`config.mk`:
```
export PLATFORM = sky130hd
export DESIGN_NAME = pc_fetch_unit
export DESIGN_NICKNAME = d
export VERILOG_FILES = /design/src/rtl/pc_fetch_unit.sv
export SDC_FILE = /design/constraint.sdc
export NUM_CORES = 1
export LEC_CHECK = 0
export ABC_CLOCK_PERIOD_IN_PS = 4310
export CORE_UTILIZATION = 25
export CTS_CLUSTER_SIZE = 24
export DETAILED_ROUTE_END_ITERATION = 10
export REMOVE_ABC_BUFFERS = 1
export SLEW_MARGIN = 40
export SYNTH_ARGS = -nofsm -noshare
export SYNTH_HDL_FRONTEND = slang
export SYNTH_SLANG_ARGS = --single-unit
```
`constraint.sdc`:
```
create_clock -name clk -period 4.31 [get_ports clk]
set_input_delay 0.6465 -clock clk [delete_from_list [all_inputs] [get_ports clk]]
set_output_delay 0.6465 -clock clk [all_outputs]
set_load 0.02 [all_outputs]
```
`src/rtl/pc_fetch_unit.sv`:
```
// Fetch stage: owns the architectural PC, issues one imem read at a time and
// hands the returned word to decode; JumpModule redirects squash in-flight reads.
module pc_fetch_unit #(
  parameter logic [31:0] RESET_PC = 32'h0000_0000,
  parameter logic [31:0] PC_STEP  = 32'd4
) (
  input  logic        clk,
  input  logic        rst,
  input  logic        en,
  input  logic        redirect,
  input  logic [31:0] redirect_pc,
  output logic        imem_req,
  output logic [31:0] imem_addr,
  input  logic        imem_valid,
  input  logic [31:0] imem_rdata,
  output logic        if_valid,
  input  logic        if_ready,
  output logic [31:0] if_instr,
  output logic [31:0] if_pc,
  output logic [31:0] if_pc_next,
  output logic        busy
);

  typedef enum logic [1:0] {IDLE, REQ, WAIT, OUT} state_t;

  state_t      state_q, state_d;
  logic [31:0] pc_q, pc_d;
  logic        kill_q, kill_d;
  logic [31:0] instr_q, instr_d;
  logic [31:0] ipc_q, ipc_d;
  logic [31:0] ipcn_q, ipcn_d;

  always_ff @(posedge clk or posedge rst) begin
    if (rst) begin
      state_q <= IDLE;
      pc_q    <= RESET_PC;
      kill_q  <= 1'b0;
      instr_q <= '0;
      ipc_q   <= '0;
      ipcn_q  <= '0;
    end else begin
      state_q <= state_d;
      pc_q    <= pc_d;
      kill_q  <= kill_d;
      instr_q <= instr_d;
      ipc_q   <= ipc_d;
      ipcn_q  <= ipcn_d;
    end
  end

  always_comb begin
    state_d = state_q;
    pc_d    = pc_q;
    kill_d  = kill_q;
    instr_d = instr_q;
    ipc_d   = ipc_q;
    ipcn_d  = ipcn_q;
    case (state_q)
      IDLE: begin
        if (redirect) pc_d = redirect_pc;
        if (en)       state_d = REQ;
      end
      REQ: begin
        // The old-pc read is already on the bus; a redirect here marks it for drop.
        state_d = WAIT;
        if (redirect) begin
          pc_d   = redirect_pc;
          kill_d = 1'b1;
        end
      end
      WAIT: begin
        if (imem_valid) begin
          if (redirect) begin
            pc_d    = redirect_pc;
            kill_d  = 1'b0;
            state_d = REQ;
          end else if (kill_q) begin
            kill_d  = 1'b0;
            state_d = REQ;
          end else begin
            instr_d = imem_rdata;
            ipc_d   = pc_q;
            ipcn_d  = pc_q + PC_STEP;
            state_d = OUT;
          end
        end else if (redirect) begin
          pc_d   = redirect_pc;
          kill_d = 1'b1;
        end
      end
      OUT: begin
        // Redirect beats the handshake: the held instruction is discarded.
        if (redirect) begin
          pc_d    = redirect_pc;
          state_d = en ? REQ : IDLE;
        end else if (if_ready) begin
          pc_d    = pc_q + PC_STEP;
          state_d = en ? REQ : IDLE;
        end
      end
      default: state_d = IDLE;
    endcase
  end

  assign imem_req   = (state_q == REQ);
  assign imem_addr  = imem_req ? pc_q : '0;
  assign if_valid   = (state_q == OUT);
  assign if_instr   = instr_q;
  assign if_pc      = ipc_q;
  assign if_pc_next = ipcn_q;
  assign busy       = (state_q == REQ) || (state_q == WAIT) || kill_q;

endmodule

```
==> results_dict.tcl <==
set metrics [dict create \
    status "completed" \
    synth_top_area_frac 0.5106 \
    slew_headroom 0.5628 \
    cts_made_buffers 17 \
    final-hold-violation-count 0 \
    ios 201 \
    drt_iter0_markers 246 \
    tritoncts "yes" \
    rsz0062_at_grt "false" \
    fin_crit_sh 0.7441 \
    end_kind "output port" \
    period_minus_slack_ns 3.207 \
    synth_area_mm2 0.006322 \
    synth_enable_flop_cells 0 \
    cp_top_family "buffers and inverters" \
    grt_pass1_vias 5042 \
    p_int_uw 4096 \
    r2r-start "pc_q[9]" \
    worstPathArrival_ns 2.56 \
    root_buffer "clkbuf_16" \
    cts_resized 0 \
    leakagePower_uw 0.003670 \
    dp_slack_ns 1.397 \
    synth-compound-area-share 0.1231 \
    ys_warn_count 0 \
    hpwl_mm 12.37 \
    crit_buf_inv 3 \
    via_count 4984 \
    min_from "if_instr[7]" \
    critPathLaunchType "flip-flop" \
    slew_viol_final 0 \
    layout_setup_ws_ns 1.103 \
    synthArstFlopShare 1.000 \
    yosys.area_share.simple 0.1397 \
    worstPathMaxFanout 21 \
    final_nets 826 \
    core_mm2 0.02453 \
    hp-class "reg -> reg" \
    maxCapViolCount 0 \
    max_stage_delay_ns 0.62 \
    ff2ff_setup_slack_ns 2.08 \
    synth_fa_ha_area_frac 0.01187 \
    clkSlewWorstSetupHoldPaths_ns 0.05 \
    worstSetupPathDepth 5 \
    ant_nets 0 \
    die_w_um 161.0 \
    p_per_area_mw_per_mm2 738.1 \
    drt-total-wl_mm 17.92 \
    clkPwrFrac 0.194 \
    netlist_top_cells_area "dfrtp_1 51%, mux2_2 12%, a21oi_1 4.8%" \
    setup_viol 0 \
    area_growth_pct 43.12 \
    ctsHoldBuffers 0 \
    grt_max_degree 124 \
    grt_usage 0.1421 \
    synth_flop_cell "dfrtp_1" \
    setup_tns_ns 0 \
    synth_top_cell_by_area "dfrtp_1" \
    firstDrtPassIters 4 \
    overflow 0 \
    swShare 0.3868 \
    crit_chain "inv_1 -> ha_1 -> buf_4 -> and2_1 -> clkdlybuf4s50_1" \
    cp_data_required_time_ns 3.66 \
    drive_gt1_frac 0.1618 \
    start_util 0.2577 \
    fmax_ghz 0.3118 \
    synth_xor_area_frac 0.03879 \
    wl_per_cell_um 16.52 \
    antenna_found_initial 1 \
    grt_pass1_wl_mm 28.46 \
    clock_path_buffers 2 \
    die_area_mm2 0.02593 \
    critPathKind "reg -> out" \
    synth.avg_cell_area_um2 11.09 \
    tightest_slew_ns 0.6557 \
    yosys_register_bits 129 \
    finClkSkew_ns 0.009820 \
    fillCellCount 2486 \
    place_congestion 0.6967 \
    synth.yosys.seq_area_share 0.5106 \
    pwr-share-comb 0.473 \
    buffer_ports.inserted 200 \
    yosysUniqueCellTypes 56 \
    switching_power_uw 2584 \
    ir_worst_vdd_uv 317.1 \
    synth_top_family_by_area "simple AND/OR/NAND/NOR gates" \
    crit_start "state_q[1]" \
    cpMaxStageDelayCell "clkdlybuf4s50_1" \
    synth_mux_area_frac 0.1209 \
    drc 0 \
    cts_setup_buffers 0 \
    die_h_um 161.0 \
    clk_latency_ns 0.41 \
    rows 57 \
    h-tree-depth 4 \
    cts_sinks 129 \
    final_common_cell "clkdlybuf4s50_1" \
    holdPathStages 1 \
    synth_cells 570 \
    vias_per_cell 4.594 \
    r2r_cells 5 \
    sequentialPowerShare 0.333 \
    mostFrequentLayoutCells "200 x clkdlybuf4s50_1, 129 x dfrtp_1, 67 x mux2_2, 60 x a21oi_1, 39 x nor2_1" \
]
[final timing paths]
check / to
worst min register to register: if_instr[7]
worst min-delay path: if_instr[7]
max in group asynchronous: state_q[1]
min in group asynchronous: if_instr[21]
worst max-delay path: imem_addr[19]
worst max register to register: pc_q[27]
[Yosys cell counts (2+ instances only)]
cell       count
dfrtp_1      129
buf_4          7
buf_2         12
clkbuf_2       2
nand2b_1       3
xnor2_1        6
inv_1          6
and2_1        33
nand2_1       28
nor2_1        39
o21a_1         2
nand3_1       16
or3_1          2
o2bb2a_1       2
clkbuf_1      21
and2_2         2
and3_1         5
bufbuf_16      2
o22a_1         4
xor2_1        22
nor3_1         5
and4_1         3
a31oi_1        4
buf_6          4
a21oi_1       61
a21o_1         2
nand4_1       10
ha_1           6
o22ai_1       17
o21ai_0        8
mux2_2        67
a21oi_2        3
or4_4          3
a2bb2oi_1     12
[cells by family (layout without fill, tap and decap cells)]
group,after synthesis,in the layout
fa+ha+maj,6,6
compound gates,124,124
flops,129,129
buf+inv,55,245
mux,68,68
other cells,0,1
simple gates,160,160
xor+xnor,28,28
[state kept, by name (all words and copies together) (netlist names)]
signal / cells
if_instr: 32
if_pc: 32
if_pc_next: 30
kill_q: 1
pc_q: 32
state_q: 2
[power groups by stage]
stage	combinational [uW]	sequential, uW	clock [uW]
2_1_floorplan	1260	2610	0
3_3_place_gp	3160	2230	0
3_5_place_dp	3180	2250	0
4_1_cts	3200	2230	1350
5_1_grt	3390	2320	1390
6_report	3160	2230	1300
[layer usage]
layer / track usage / share of wire / up-vias
li1: - / - / 2383
met1: 0.1849 / 0.45 / 2443
met2: 0.2234 / 0.48 / 145
met3: 0.04443 / 0.063 / 13
met4: 0.04631 / 0.014 / 0
met5: 0 / 0 / -
[per-stage QoR]
stage          hold slack, ns  instances  power [uW]  instance area [um^2]  utilization
6_report               0.5012       1085        6679                  9049       0.3688
5_1_grt                0.5145       1085        7102                  9049       0.3688
4_1_cts                0.5068       1083        6776                  9031       0.3681
3_5_place_dp           0.4939       1054        5429                  8523       0.3474
3_3_place_gp           0.4885       1053        5391                  8506       0.3467
2_1_floorplan          0.4891        521        3863                  5997            -
[cell type report]
type,instances,area [um^2],share of cell area
Inverter,6,30.03,0.003319
Multi-Input combinational cell,386,2770,0.3061
Clock buffer,21,440.4,0.04867
Clock inverter,8,67.56,0.007467
Tap cell,324,405.4,0.04480
Sequential cell,129,3228,0.3567
Antenna cell,1,2.502,0.0002765
Timing Repair Buffer,210,2105,0.2326
(Power assumes the default switching activity.)
